### src/rtl/seq_pkg.sv
// Shared definitions for the sequence generator / detector pair:
// FSM state encodings plus the default pattern and pattern length.
package seq_pkg;

    localparam logic [1:0] SEQ_ST_IDLE  = 2'd0;
    localparam logic [1:0] SEQ_ST_HUNT  = 2'd1;
    localparam logic [1:0] SEQ_ST_ALARM = 2'd2;

    typedef enum logic [1:0] {
        IDLE  = SEQ_ST_IDLE,
        HUNT  = SEQ_ST_HUNT,
        ALARM = SEQ_ST_ALARM
    } seq_state_e;

    // Default pattern, right-aligned; MSB of the used slice is the oldest bit.
    localparam int          SEQ_PAT_W   = 8;
    localparam logic [15:0] SEQ_PATTERN = 16'h00B8;

endpackage

### src/rtl/serial_sequence_detector_if.sv
// Signal bundle between the bit source / board and the sequence detector.
// Strobe protocol: bit_in is consumed in every cycle where bit_valid is high;
// there is no back-pressure, the detector always accepts. start is a 1-cycle
// pulse and takes priority over a bit strobed in the same cycle (that bit is lost).
interface serial_sequence_detector_if #(
    parameter int CNT_W = 8
);
    logic             start;
    logic             bit_valid;
    logic             bit_in;
    logic [7:0]       led;
    logic             match;
    logic [CNT_W-1:0] match_cnt;
    logic             buzzer;
    logic [1:0]       state_o;

    modport master (
        output start, bit_valid, bit_in,
        input  led, match, match_cnt, buzzer, state_o
    );

    modport slave (
        input  start, bit_valid, bit_in,
        output led, match, match_cnt, buzzer, state_o
    );
endinterface

### src/rtl/seq_shift_reg.sv
// PAT_W-bit history shift register with a saturating fill counter.
// full reports whether the fill count equals PAT_W after this cycle's shift,
// so the caller can qualify a comparison against the post-shift history.
// clr_fill drops the fill count while still shifting the data (used when
// overlapping detection is disabled, see SEQ_DET_OVERLAP_EN in the top).
module seq_shift_reg #(
    parameter int PAT_W = 8
) (
    input  logic             clk,
    input  logic             rst,
    input  logic             clr,
    input  logic             clr_fill,
    input  logic             shift,
    input  logic             bit_in,
    output logic [PAT_W-1:0] q,
    output logic             full
);
    localparam int                FILL_W   = $clog2(PAT_W + 1);
    localparam logic [FILL_W-1:0] FILL_MAX = FILL_W'(PAT_W);
    localparam logic [FILL_W-1:0] FILL_PRE = FILL_W'(PAT_W - 1);

    logic [FILL_W-1:0] fill_q;

    // History register and fill counter; clear beats shift.
    always_ff @(posedge clk or posedge rst) begin
        if (rst) begin
            q      <= '0;
            fill_q <= '0;
        end else if (clr) begin
            q      <= '0;
            fill_q <= '0;
        end else begin
            if (shift) begin
                q <= {q[PAT_W-2:0], bit_in};
            end
            if (clr_fill) begin
                fill_q <= '0;
            end else if (shift && (fill_q != FILL_MAX)) begin
                fill_q <= fill_q + 1'b1;
            end
        end
    end

    // Fill level as it will be once this cycle's shift has been applied.
    always_comb begin
        full = (fill_q == FILL_MAX) || (shift && (fill_q == FILL_PRE));
    end

endmodule

### src/rtl/serial_sequence_detector.sv
// Serial pattern detector with alarm buzzer and match counter.
// Shifts in one bit per bit_valid strobe (MSB of PATTERN = oldest bit),
// pulses match one cycle after the completing bit, counts hits and holds
// buzzer for BUZZ_CYCLES cycles. Optional build macro:
//   SEQ_DET_OVERLAP_EN - keep the history after a match so overlapping
//                        occurrences are detected; otherwise a match needs
//                        PAT_W fresh bits.
module serial_sequence_detector
    import seq_pkg::*;
#(
    parameter int               PAT_W       = SEQ_PAT_W,
    parameter logic [PAT_W-1:0] PATTERN     = SEQ_PATTERN[PAT_W-1:0],
    parameter int               BUZZ_CYCLES = 100_000_000,
    parameter int               CNT_W       = 8
) (
    input  logic                        clk,
    input  logic                        rst,
    serial_sequence_detector_if.slave   bus
);
    localparam int                BUZZ_W    = (BUZZ_CYCLES > 1) ? $clog2(BUZZ_CYCLES) : 1;
    localparam logic [BUZZ_W-1:0] BUZZ_LOAD = BUZZ_W'(BUZZ_CYCLES - 1);

    seq_state_e        state_q, state_d;
    logic [PAT_W-1:0]  shreg;
    logic [PAT_W-1:0]  shreg_next;
    logic              fill_full;
    logic              active;
    logic              do_shift;
    logic              hit;
    logic              clr_fill;
    logic              match_q;
    logic              buzzer_q;
    logic [CNT_W-1:0]  cnt_q;
    logic [BUZZ_W-1:0] buzz_cnt_q;

    seq_shift_reg #(
        .PAT_W (PAT_W)
    ) u_shreg (
        .clk      (clk),
        .rst      (rst),
        .clr      (bus.start),
        .clr_fill (clr_fill),
        .shift    (do_shift),
        .bit_in   (bus.bit_in),
        .q        (shreg),
        .full     (fill_full)
    );

    // Shift qualification and same-cycle comparison against the post-shift history.
    always_comb begin
        active     = (state_q == HUNT) || (state_q == ALARM);
        do_shift   = bus.bit_valid && active && !bus.start;
        shreg_next = {shreg[PAT_W-2:0], bus.bit_in};
        hit        = do_shift && fill_full && (shreg_next == PATTERN);
`ifdef SEQ_DET_OVERLAP_EN
        clr_fill   = 1'b0;
`else
        clr_fill   = hit;
`endif
    end

    // Next-state logic; start restarts from any state, encoding 3 recovers to IDLE.
    always_comb begin
        state_d = state_q;
        case (state_q)
            IDLE: begin
                if (bus.start) state_d = HUNT;
            end
            HUNT: begin
                if (bus.start)  state_d = HUNT;
                else if (hit)   state_d = ALARM;
            end
            ALARM: begin
                if (bus.start)              state_d = HUNT;
                else if (hit)               state_d = ALARM;
                else if (buzz_cnt_q == '0)  state_d = HUNT;
            end
            default: state_d = IDLE;
        endcase
    end

    // State register, match pulse, buzzer, hold timer and saturating hit counter.
    always_ff @(posedge clk or posedge rst) begin
        if (rst) begin
            state_q    <= IDLE;
            match_q    <= 1'b0;
            buzzer_q   <= 1'b0;
            cnt_q      <= '0;
            buzz_cnt_q <= '0;
        end else begin
            state_q  <= state_d;
            match_q  <= hit;
            buzzer_q <= (state_d == ALARM);

            if (bus.start) begin
                cnt_q <= '0;
            end else if (hit && (cnt_q != '1)) begin
                cnt_q <= cnt_q + 1'b1;
            end

            if (bus.start) begin
                buzz_cnt_q <= '0;
            end else if (hit) begin
                buzz_cnt_q <= BUZZ_LOAD;
            end else if ((state_q == ALARM) && (buzz_cnt_q != '0)) begin
                buzz_cnt_q <= buzz_cnt_q - 1'b1;
            end
        end
    end

    // LED mirror of the history, newest bit in led[0].
    generate
        if (PAT_W >= 8) begin : g_led_wide
            always_comb bus.led = shreg[7:0];
        end else begin : g_led_narrow
            always_comb bus.led = {{(8 - PAT_W){1'b0}}, shreg};
        end
    endgenerate

    // Registered outputs onto the bus.
    always_comb begin
        bus.match     = match_q;
        bus.match_cnt = cnt_q;
        bus.buzzer    = buzzer_q;
        bus.state_o   = state_q;
    end

endmodule

### src/flat_wrapper.sv
// flat-port wrapper written by rule: the top's interface ports become plain ports
module serial_sequence_detector_flat import seq_pkg::*;
#(
    parameter int               PAT_W       = SEQ_PAT_W,
    parameter logic [PAT_W-1:0] PATTERN     = SEQ_PATTERN[PAT_W-1:0],
    parameter int               BUZZ_CYCLES = 100_000_000,
    parameter int               CNT_W       = 8
)
  (clk, rst, bus_start, bus_bit_valid, bus_bit_in, bus_led, bus_match, bus_match_cnt, bus_buzzer, bus_state_o);
  serial_sequence_detector_if #(.CNT_W(CNT_W)) bus_i ();
  input  logic clk;
  input  logic rst;
  input wire logic [$bits(bus_i.start)-1:0] bus_start;
  input wire logic [$bits(bus_i.bit_valid)-1:0] bus_bit_valid;
  input wire logic [$bits(bus_i.bit_in)-1:0] bus_bit_in;
  output wire logic [$bits(bus_i.led)-1:0] bus_led;
  output wire logic [$bits(bus_i.match)-1:0] bus_match;
  output wire logic [$bits(bus_i.match_cnt)-1:0] bus_match_cnt;
  output wire logic [$bits(bus_i.buzzer)-1:0] bus_buzzer;
  output wire logic [$bits(bus_i.state_o)-1:0] bus_state_o;
  assign bus_i.start = bus_start;
  assign bus_i.bit_valid = bus_bit_valid;
  assign bus_i.bit_in = bus_bit_in;
  assign bus_led = bus_i.led;
  assign bus_match = bus_i.match;
  assign bus_match_cnt = bus_i.match_cnt;
  assign bus_buzzer = bus_i.buzzer;
  assign bus_state_o = bus_i.state_o;
  serial_sequence_detector #(.PAT_W(PAT_W), .PATTERN(PATTERN), .BUZZ_CYCLES(BUZZ_CYCLES), .CNT_W(CNT_W)) u_core (.clk(clk), .rst(rst), .bus(bus_i));
endmodule
### config.mk
export PLATFORM = sky130hd
export DESIGN_NAME = serial_sequence_detector_flat
export DESIGN_NICKNAME = d
export VERILOG_FILES = /design/src/rtl/seq_pkg.sv /design/src/rtl/serial_sequence_detector_if.sv /design/src/rtl/seq_shift_reg.sv /design/src/rtl/serial_sequence_detector.sv /design/src/flat_wrapper.sv
export SDC_FILE = /design/constraint.sdc
export NUM_CORES = 1
export LEC_CHECK = 0
export BUFFER_PORTS_ARGS = -buffer_cell sky130_fd_sc_hd__buf_2
export CAP_MARGIN = 30
export CORE_MARGIN = 2
export CORE_UTILIZATION = 45
export CTS_BUF_LIST = sky130_fd_sc_hd__clkbuf_8
export CTS_CLUSTER_DIAMETER = 100
export DETAILED_ROUTE_END_ITERATION = 16
export PLACE_DENSITY = 0.65
export SLEW_MARGIN = 0
export SYNTH_ARGS = -nofsm -noshare
export SYNTH_HDL_FRONTEND = slang
export SYNTH_HIERARCHICAL = 1
export SYNTH_SLANG_ARGS = --single-unit
### constraint.sdc
create_clock -name clk -period 2.8 [get_ports clk]
set_clock_uncertainty 0.1 [all_clocks]
set_input_delay 0.56 -clock clk [delete_from_list [all_inputs] [get_ports clk]]
set_output_delay 0.56 -clock clk [all_outputs]
set_load 0.005 [all_outputs]
==> results.md, run 1 <==
- Avg Synthesized Cell Area: 9.808 µm²
- Die Y: 82.96 µm
- Max VDD drop: 228.4 µV
- Filler cells: 562
- FMAX: 0.3878 GHz
- Longest Clk Path Bufs: 2
- Clock Power Share: 33.3%
- Most area-consuming cells after synthesis: dfrtp_1 45%, mux2i_1 3.9%, nor2_1 3.6%
- Core area: 5956 µm²
- Final worst slack: 0.2211 ns
- Antenna Nets Post-Route: 0
- Worst R2R Setup Slack: 0.22 ns
- Commonest non-fill, non-tap cell in the layout: dfrtp_1
- Vias in the first global route: 2124
- Hold Path Class: in2async
- Top-area cell type share of the netlist area: 45.50%
- Layout cells sized above 1: 17.98%
- Run status: complete, no violations
- Row count: 28
- Pwr/cell area: 435.0 nW/µm²
- Clock-pin slew on the worst setup and hold paths: 0.10 ns
- Async SR Flop Fraction: 100.0%
- Worst-margin pin slew: 0.5490 ns
- Dpl cells: 384
- Largest net degree at the start of global routing: 42
- # nets final: 329
- Synth area leader: dfrtp_1
- Pre-Repair DR Iteration Count: 4
- Worst skew pair latency: 0.31 ns
- Number of max-cap violations: 0
- DR vias: 2274
- Wirelength, routed: 5.882 mm
- GP Congestion: 0.8971
- Area delta synth->final: 11.64%
- Initial antenna violation count: 0
- Combinational fraction of design power: 11.3%
- Sequential cell area: 1276 µm²
- Crit path required time: 2.88 ns
- Port bufs: 24
- TritonCTS clock tree: built
- Area of the multi-input gates: 1430 µm²
- Sink Count: 51
- Sequential share of power: 55.4%
- Cell variety after synth: 48
- Detail-routed via count per cell: 5.801
- Final core utilization: 52.58%
- Final setup vio count: 0
- Hold Slack: 0.1439 ns
- CTS buffer count: 5
- Critical R2R Capture: u_core/bus.match_cnt[7]$_DFFE_PP0P_
- Commonest cells after routing, fill and taps aside: 51 x dfrtp_1, 27 x nor2_1, 24 x buf_2
- RSZ-0062 raised after global routing: no
- Placed Area: 3020 µm²
- CP Max Fanout: 18
- Cell Int Power: 1.009 mW
- Top_reg_cell synth: dfrtp_1
- DR WL/cell: 15.01 µm
- CP Data Arrival Time: 2.66 ns
- Ys Warns: 6
- Number of post-CTS setup repair buffers: 0
- DRC: 0
- Post-synth EDFFs: 0
- HPWL Detailed: 4.111 mm
- Synthesized flop and latch total: 51
- Psw: 0.3530 mW
- Final non-filler cell total: 392
- Initial core utilization: 47.10%
- Max Slew Vio Count: 0
- Place WS: 0.005182 ns
- Switch share: 25.91%
- Final worst path period share: 92.10%
- FF-to-FF path depth: 11
- IO Count: 25
- Root Driver: clkbuf_8
- GR Util All Layers: 17.66%
- CP endpoint kind: flop
- Kind of critical path: reg2reg
- Total gr overflow: 0
- Critical path launch point type: flop
- Antenna Cells: 0
- Seq/Total Area, Yosys: 45.50%
- Cells after Synth: 286
- Post-route cell area: 3132 µm²
- Drt first-iter violations: 104
- H-tree levels: 2
- Max-slew headroom: 63.12%
- Launch point of the worst reg-to-reg path: u_core/bus.state_o[0]$_DFF_PP0_
- Final min period: 2.579 ns
- Mapped Nets: 299
- Fin. Hold Viols: 0
- Cell Area, Synth: 2805 µm²
- Die span in x: 82.96 µm
- Leakage: 1.444 nW
- First-pass GRT wire length: 10.20 mm
- Die area: 6882 µm²
## Yosys cell counts (all sizes together), types with 6 or more instances
cell type	n
ha	8
or4	10
o31ai	7
nor4	10
inv	12
a21oi	15
a31oi	11
nor2	27
nor3	8
or3	11
buf	6
nand2	17
dfrtp	51
nand3	8
o21ai	17
nand4	6
mux2i	11
xnor2	10
## what timing repair did
item | in CTS | in global routing
setup endpoints to repair | 0 | 7
endpoints found under the hold margin | 0 | 0
resized for setup | 0 | 3
hold buffers | 0 | 0
## layer usage
layer | global-route usage (%) | wire length, µm
met2 | 27.57 | 2724
met5 | 0 | 0
met3 | 3.380 | 204
met1 | 25.38 | 2891
met4 | 4.471 | 61
## final cells by class
class,count,area share [%]
clock inverter,2,0.5194
inverter,12,1.438
timing repair buffer,33,5.993
sequential,51,40.75
multi-input combinational,213,45.67
tap,75,2.996
clock buffer,6,2.637
## state kept, by name, indices dropped and copies added, names as in the netlist
register and cells:
u_core/bus.match 1, u_core/bus.state_o 2, u_core/bus.match_cnt 8, u_core/u_shreg/q 8, u_core/u_shreg/fill_q 4, u_core/bus.buzzer 1, u_core/buzz_cnt_q 27
## power groups by stage
stage | combinational, mW | clock (mW) | sequential (mW)
final | 0.153 | 0.454 | 0.755
after global routing | 0.172 | 0.496 | 0.757
after CTS | 0.152 | 0.470 | 0.754
after detailed placement | 0.152 | 0 | 0.769
after global placement | 0.151 | 0 | 0.768
after floorplan | 0.0981 | 0 | 0.774
## worst max-delay path, stage by stage, from the launching register on
cell and delay [ns]:
dfrtp_1 0.36, inv_1 0.06, ha_1 0.27, nand3b_1 0.10
inv_1 0.09, nand3_1 0.08, o21ai_1 0.14, nand4_1 0.10
or4_4 0.57, nor4_1 0.37, xnor2_1 0.16, nor2_1 0.05
## metrics by stage
stage	power, mW	TNS, ns
after floorplan	0.8720	-0.05852
after global placement	0.9196	0
final	1.362	0
after CTS	1.377	0
after detailed placement	0.9208	0
after global routing	1.426	0
## worst max-delay path by stage
stage | to | from | slack, ns
CTS | u_core/bus.buzzer$_DFF_PP0_ | u_core/bus.state_o[0]$_DFF_PP0_ | 0.06
global route | u_core/bus.buzzer$_DFF_PP0_ | u_core/bus.state_o[0]$_DFF_PP0_ | 0.01
global placement | u_core/bus.match_cnt[6]$_DFFE_PP0P_ | bus_start | 0.13
detailed placement | u_core/bus.buzzer$_DFF_PP0_ | bus_start | 0.005
floorplan | u_core/bus.match_cnt[6]$_DFFE_PP0P_ | u_core/bus.state_o[0]$_DFF_PP0_ | -0.02
finish | u_core/bus.match_cnt[7]$_DFFE_PP0P_ | u_core/bus.state_o[0]$_DFF_PP0_ | 0.22
## logic make-up (layout without fill, tap and decap cells)
kind of cell / after synthesis / count (layout) / synth area share [%]
AND/OR/NAND/NOR: 118 / 118 / 23.91
AO/OA/AOI/OAI: 62 / 62 / 14.76
flip-flops: 51 / 51 / 45.49
buffers and inverters: 22 / 53 / 3.969
XOR/XNOR: 14 / 14 / 4.371
multiplexers: 11 / 11 / 3.925
adder cells (fa/ha/maj): 8 / 8 / 3.568
(Power assumes the default switching activity.)
==> run 2, diff against run 1 <==
--- a/config.mk
+++ b/config.mk
@@ -5,6 +5,7 @@
 export SDC_FILE = /design/constraint.sdc
 export NUM_CORES = 1
 export LEC_CHECK = 0
+export ABC_AREA = 1
 export BUFFER_PORTS_ARGS = -buffer_cell sky130_fd_sc_hd__buf_2
 export CAP_MARGIN = 30
 export CORE_MARGIN = 2
@@ -16,5 +17,4 @@
 export SLEW_MARGIN = 0
 export SYNTH_ARGS = -nofsm -noshare
 export SYNTH_HDL_FRONTEND = slang
-export SYNTH_HIERARCHICAL = 1
 export SYNTH_SLANG_ARGS = --single-unit
==> run 2 against run 1 <==
Against the previous run:
- critical path depth shrank 3
- synthesized cell count grew 53%
- clock power grew 35%
- setup slack gained 0.31 ns
- cell count grew 44%
- non-clock buffer count shrank 6
- combinational power grew to 7.5 times the previous value
- global-route usage grew 3.7 points
- sequential share of layout area shrank 4.6 points
- critical endpoint is now u_core.bus.match_cnt[7]$_DFFE_PP0P_
- first-iteration DRC count grew 63%
- area after synthesis grew 14%
- fmax grew 13%
==> results.md, run 2 <==
- Synth top cells by count: 114 x nand2_1, 62 x inv_1, 62 x nor2_1
- Final min period: 2.274 ns
- Crit-path max cell delay: 0.40 ns
- DRC: 0
- Commonest cells after routing, fill and taps aside: 114 x nand2_1, 62 x inv_1, 62 x nor2_1
- Die Y: 88.12 µm
- DR vias: 2891
- First-pass GRT wire length: 13.03 mm
- TritonCTS clock tree: built
- Initial core utilization: 46.61%
- Antenna Cells: 0
- FMAX: 0.4398 GHz
- FF-to-FF path depth: 8
- Vias in the first global route: 2794
- Synthesized flop and latch total: 51
- Die area: 7765 µm²
- Antenna Nets Post-Route: 0
- Critical R2R Capture: u_core.bus.match_cnt[7]$_DFFE_PP0P_
- Drt first-iter violations: 169
- Hold Path Class: in2async
- Ys Warns: 0
- Detail-routed via count per cell: 5.117
- Hold-fix buffer count after cts: 0
- Hold Slack: 0.1426 ns
- Most area-consuming cells after synthesis: dfrtp_1 40%, nand2_1 13%, inv_1 7.3%
- Core area: 6832 µm²
- Number of max-cap violations: 0
- Most frequent cell after synthesis: nand2_1
- Worst-margin pin slew: 0.5084 ns
- Wirelength, routed: 7.446 mm
- Max Slew Vio Count: 0
- Cell Int Power: 1.584 mW
- Worst Path Buf+Inv: 2
- Top-area cell type share of the netlist area: 40.08%
- Kind of critical path: reg2reg
- Sequence of cells on the critical path: inv_1 > ha_1 > nand2_1 > nor2_2 > nand3_1 > inv_1 > nand2_1 > o31ai_1
- Cells after Synth: 438
- Port bufs: 24
- Sink Count: 51
- GP Congestion: 0.8739
- Clock-pin slew on the worst setup and hold paths: 0.10 ns
- RSZ-0062 raised after global routing: no
- Total gr overflow: 0
- Most flops, register: u_core.buzz_cnt_q
- CTS buffer count: 5
- Async SR Flop Fraction: 100.0%
- Cell Area, Synth: 3184 µm²
- Row count: 30
- DR WL/cell: 13.18 µm
- Sequential share of power: 35.4%
- Top_reg_cell synth: dfrtp_1
- H-tree levels: 2
- Initial antenna violation count: 0
- Number of post-CTS setup repair buffers: 0
- Clock Power Share: 22.4%
- Run status: complete, no violations
- Worst skew pair latency: 0.31 ns
- # nets final: 481
- HPWL Detailed: 5.517 mm
- Psw: 1.137 mW
- Pwr/cell area: 770.9 nW/µm²
- CP Max Fanout: 14
- Pre-Repair DR Iteration Count: 4
- Crit path required time: 2.91 ns
- Avg Synthesized Cell Area: 7.270 µm²
- Mapped Nets: 451
- IO Count: 25
- GR Util All Layers: 21.38%
- Worst R2R Setup Slack: 0.53 ns
- Setup TNS: 0 ns
- Post-synth EDFFs: 0
- Cell variety after synth: 32
- Seq/Total Area, Yosys: 40.08%
- Critical path launch point type: flop
- Place WS: 0.5493 ns
- CP Data Arrival Time: 2.39 ns
- Fin. Hold Viols: 0
- Max reg flops: 27
- Commonest non-fill, non-tap cell in the layout: nand2_1
- Layout cells sized above 1: 14.50%
- CP endpoint kind: flop
- Final setup vio count: 0
- Slowest CP cell: dfrtp_1
- Max-slew headroom: 66.07%
- Synth area leader: dfrtp_1
- Max VDD drop: 327.5 µV
- Leakage: 1.871 nW
- Area delta synth->final: 10.88%
- Die span in x: 88.12 µm
- Largest net degree at the start of global routing: 20
- Launch point of the worst reg-to-reg path: u_core.bus.state_o[0]$_DFF_PP0_
- Longest Clk Path Bufs: 2
- Combinational fraction of design power: 42.1%
- Final worst path period share: 81.20%
- Resize count post-CTS: 0
- Switch share: 41.79%
- Crit-path leading delay family: simple AND/OR/NAND/NOR gates
- Root Driver: clkbuf_8
- Final worst slack: 0.5263 ns
==> run 2: cell count changes after synthesis, moves of 10 or more <==
cell,before,now
a31oi_1,11,0
inv_1,12,62
mux2i_1,11,0
nand2_1,17,114
nand3_1,8,36
nor2_1,27,62
o22ai_1,1,11
or3_1,11,0
==> run 2: cell families (layout without fill, tap and decap cells) <==
logic type                 after synthesis  in the layout  share of synthesized area, %
DFF                                     51             51                         40.08
xor gates and xnor gates                 7              7                         1.925
AOI/OAI and AO/OA                       51             51                         10.02
and+or+nand+nor                        248            248                         34.85
buffers and inverters                   73            104                         9.980
adders and majority gates                8              8                         3.144
==> run 2: cell type report <==
| cell class | count | area [µm²] |
|---|---|---|
| fillers | 705 | 3301 |
| well taps | 96 | 120.1 |
| flip-flops and latches | 51 | 1276 |
| clock buffers | 5 | 68.82 |
| inverters | 69 | 269.0 |
| repair buffers | 27 | 142.6 |
| multi-input cells | 314 | 1590 |
| clock inverters | 3 | 63.81 |
==> run 2: metrics by stage <==
step | total power, mW | std cells | util [%] | cell area [µm²]
2_1_floorplan | 1.854 | 438 | - | 3184
3_3_place_gp | 2.090 | 557 | 49.74 | 3398
3_5_place_dp | 2.102 | 557 | 49.74 | 3398
4_1_cts | 2.716 | 565 | 51.69 | 3531
5_1_grt | 2.947 | 565 | 51.69 | 3531
6_report | 2.722 | 565 | 51.69 | 3531
==> run 2: layer usage <==
| metal | up-vias | wire [µm] | global-route usage, % |
|---|---|---|---|
| li1 | 1453 | - | - |
| met2 | 48 | 3511 | 34.64 |
| met1 | 1382 | 3544 | 29.52 |
| met3 | 8 | 290 | 3.205 |
| met5 | - | 0 | 0 |
| met4 | 0 | 100 | 7.163 |
==> run 2: power groups by stage <==
stage	clock network [mW]	logic [mW]	registers, mW
CTS	0.618	1.14	0.962
finish	0.611	1.15	0.965
detailed placement	0	1.13	0.975
global route	0.655	1.31	0.980
global placement	0	1.12	0.973
floorplan	0	0.915	0.939
==> run 2: how the worst max path moves through the flow <==
stage / cells past startpoint / slack [ns] / startpoint / to
finish: 8 / 0.53 / u_core.bus.state_o[0]$_DFF_PP0_ / u_core.bus.match_cnt[7]$_DFFE_PP0P_
global route: 8 / 0.29 / u_core.bus.state_o[0]$_DFF_PP0_ / u_core.bus.match_cnt[4]$_DFFE_PP0P_
floorplan: 1 / 0.91 / rst / u_core.bus.buzzer$_DFF_PP0_
detailed placement: 12 / 0.55 / u_core.bus.state_o[0]$_DFF_PP0_ / u_core.buzz_cnt_q[24]$_DFFE_PP0P_
global placement: 12 / 0.61 / u_core.bus.state_o[1]$_DFF_PP0_ / u_core.buzz_cnt_q[21]$_DFFE_PP0P_
CTS: 12 / 0.52 / u_core.bus.state_o[0]$_DFF_PP0_ / u_core.buzz_cnt_q[24]$_DFFE_PP0P_
==> run 3, diff against run 2 <==
--- a/config.mk
+++ b/config.mk
@@ -5,7 +5,7 @@
 export SDC_FILE = /design/constraint.sdc
 export NUM_CORES = 1
 export LEC_CHECK = 0
-export ABC_AREA = 1
+export ABC_AREA = 0
 export BUFFER_PORTS_ARGS = -buffer_cell sky130_fd_sc_hd__buf_2
 export CAP_MARGIN = 30
 export CORE_MARGIN = 2
@@ -13,7 +13,7 @@
 export CTS_BUF_LIST = sky130_fd_sc_hd__clkbuf_8
 export CTS_CLUSTER_DIAMETER = 100
 export DETAILED_ROUTE_END_ITERATION = 16
-export PLACE_DENSITY = 0.65
+export PLACE_DENSITY = 0.66
 export SLEW_MARGIN = 0
 export SYNTH_ARGS = -nofsm -noshare
 export SYNTH_HDL_FRONTEND = slang
==> constraint.sdc (replaced) <==
create_clock -name clk -period 2 [get_ports clk]
set_clock_uncertainty 0.1 [all_clocks]
set_input_delay 0.4 -clock clk [delete_from_list [all_inputs] [get_ports clk]]
set_output_delay 0.4 -clock clk [all_outputs]
set_load 0.005 [all_outputs]
==> run 3 against run 2 <==
Against the previous run:
- the run now ends with negative hold slack, negative setup slack left
- worst hold slack got worse by 0.15 ns
- final area increased by 9.4%
- via count decreased by 15%
- synthesized cell count decreased by 35%
- first-iteration DRC count decreased by 14%
- power decreased by 26%
- area after synthesis decreased by 13%
- largest power group is now sequential cells
- core utilization increased by 14 points
- global-route usage decreased by 0.12 points
- clock power increased by 42%
- clock-buffer cell count unchanged
- highest routed layer unchanged
- setup slack got worse by 0.64 ns
==> results.md, run 3 <==
- Hold-fix buffer count after cts: 0
- DR WL/cell: 15.74 µm
- Initial antenna violation count: 0
- Synth top cells by count: 51 x dfrtp_1, 28 x nand2_1, 26 x a21oi_1
- Antenna Cells: 0
- # nets final: 384
- Avg Synthesized Cell Area: 9.740 µm²
- Leakage: 1.712 nW
- RSZ-0062 raised after global routing: yes
- Vias in the first global route: 2382
- Most area-consuming cells after synthesis: dfrtp_1 46%, xnor2_1 6.0%, a21oi_1 4.7%
- Crit path required time: 2.14 ns
- Placed Area: 3402 µm²
- Antenna Nets Post-Route: 0
- Worst skew pair latency: 0.31 ns
- Longest Clk Path Bufs: 2
- Critical path launch point type: flop
- Total gr overflow: 0
- CP endpoint kind: flop
- Most flops, register: u_core.buzz_cnt_q
- Kind of critical path: reg2reg
- Core area: 5921 µm²
- Post-synth EDFFs: 0
- Max Slew Vio Count: 0
- Crit-path leading delay family: simple AND/OR/NAND/NOR gates
- Die Y: 82.27 µm
- DRC: 0
- Slowest CP cell: or4_4
- Cells after Synth: 283
- Pre-Repair DR Iteration Count: 4
- First-pass GRT wire length: 11.05 mm
- DR vias: 2468
- HPWL Detailed: 4.495 mm
- Worst Path Buf+Inv: 1
- Seq/Total Area, Yosys: 46.30%
- Fin. Hold Viols: 19
- Synthesized flop and latch total: 51
- Pwr/cell area: 518.3 nW/µm²
- Commonest cells after routing, fill and taps aside: 59 x buf_4, 50 x dfrtp_1, 28 x nand2_1
- Filler cells: 486
- Synth area leader: dfrtp_1
- CTS buffer count: 5
- Post-route cell area: 3862 µm²
- Final min period: 2.114 ns
- Number of max-cap violations: 0
- Final non-filler cell total: 447
- Wirelength, routed: 7.034 mm
- Cell variety after synth: 49
- Row count: 28
- CP Max Fanout: 6
- Final setup vio count: 13
- Die span in x: 82.27 µm
- Max VDD drop: 428.3 µV
- CP Data Arrival Time: 2.25 ns
- Launch point of the worst reg-to-reg path: u_core.buzz_cnt_q[2]$_DFFE_PP0P_
- Top-area cell type share of the netlist area: 46.30%
- Run status: finished, violations left
- Most frequent cell after synthesis: dfrtp_1
- Detail-routed via count per cell: 5.521
- Max reg flops: 27
- TritonCTS clock tree: built
- Max-slew headroom: 62.51%
- Failing checks: negative hold slack, negative setup slack
- Final worst path period share: 105.7%
- Clock-pin slew on the worst setup and hold paths: 0.10 ns
- Area of the multi-input gates: 1642 µm²
- Top_reg_cell synth: dfrtp_1
- Final Total Pwr: 2.002 mW
- Port bufs: 24
- H-tree levels: 2
- Hold Path Class: in2async
- IO Count: 25
- Layout cells sized above 1: 41.67%
- GP Congestion: 0.8076
- GR Util All Layers: 21.26%
- Ys Warns: 0
- Cell Area, Synth: 2756 µm²
- Root Driver: clkbuf_8
- Hold Slack: -0.007736 ns
- Setup TNS: -0.9420 ns
- Final core utilization: 65.24%
- Drt first-iter violations: 146
- Async SR Flop Fraction: 100.0%
- Worst-margin pin slew: 0.5603 ns
- Mapped Nets: 296
- Commonest non-fill, non-tap cell in the layout: buf_4
- Area delta synth->final: 40.13%
- FMAX: 0.4730 GHz
- Place WS: -0.2540 ns
- Crit. Startpoint: u_core.buzz_cnt_q[2]$_DFFE_PP0P_
- Dpl cells: 426
- Sequential cell area: 1277 µm²
- Largest net degree at the start of global routing: 41
- Initial core utilization: 46.56%
- Final worst slack: -0.1143 ns
- Sink Count: 51
- Crit-path max cell delay: 0.49 ns
- Die area: 6768 µm²
- Sequence of cells on the critical path: or3_4 > nor3_4 > buf_6 > o211ai_4 > or4_4 > a21oi_2
## run 3: cell count changes in the layout (fill, tap and decap cells not counted), sizes merged, moves of 8 or more
cell and delta:
o21ai -14, nor2 -50, xnor2 +18, inv -58, nand2 -93, nand3 -30
or4 +8, buf +66, o22ai -14, or3 +8, a21oi +18, a31oi +8
## run 3: routing by layer
layer  GRT usage [%]  vias up  wire length (µm)
li1                -     1202                 -
met1           29.30     1239              3249
met2           35.00       21              3579
met3           3.261        6               126
met4           5.500        0                78
met5               0        -                 0
## run 3: area by class of cell
type | count | area share [%]
inverter | 11 | 1.069
clock buffer | 5 | 1.782
sequential | 51 | 33.07
multi-input combinational | 209 | 42.50
tap | 75 | 2.430
timing repair buffer | 93 | 17.40
clock inverter | 3 | 1.749
## run 3: worst register-to-register path, cell delays in order, from the launching register on
cell	delay, ns
dfrtp_1	0.40
or3_4	0.42
nor3_4	0.25
buf_6	0.15
o211ai_4	0.10
or4_4	0.49
a21oi_2	0.14
## run 3: logic make-up after synthesis
logic type                 share of synthesized area (%)
buffers and inverters                              3.404
DFF                                                46.30
adders and majority gates                          3.632
AOI/OAI and AO/OA                                  15.12
muxes                                             0.9077
and+or+nand+nor                                    23.97
xor gates and xnor gates                           6.673
## run 3: timing repair
action	CTS	global route
gates resized for setup	22	32
setup buffers	5	7
pin swaps	10	17
gates cloned	0	2
endpoints found under the setup margin	22	40
## run 3: path summary, 6_finish.rpt
path                                                      to  slack (ns)  cells after the start
min                        u_core.buzz_cnt_q[24]$_DFFE_PP0P_      -0.008                      2
min reg2reg                  u_core.u_shreg.q[7]$_DFFE_PP0P_        0.43                      2
max reg2reg                u_core.buzz_cnt_q[25]$_DFFE_PP0P_       -0.11                      6
min in group clk             u_core.u_shreg.q[0]$_DFFE_PP0P_        0.24                      3
max                        u_core.buzz_cnt_q[25]$_DFFE_PP0P_       -0.11                      6
max in group asynchronous   u_core.buzz_cnt_q[7]$_DFFE_PP0P_        1.27                      3
## run 3: where the power goes
part | switching [mW] | total (mW) | leakage, nW | internal [mW]
Sequential | 0.00525 | 1.04 | 0.704 | 1.04
Combinational | 0.0621 | 0.0922 | 0.944 | 0.0301
Clock | 0.369 | 0.868 | 0.0644 | 0.499
Total | 0.436 | 2.00 | 1.71 | 1.57
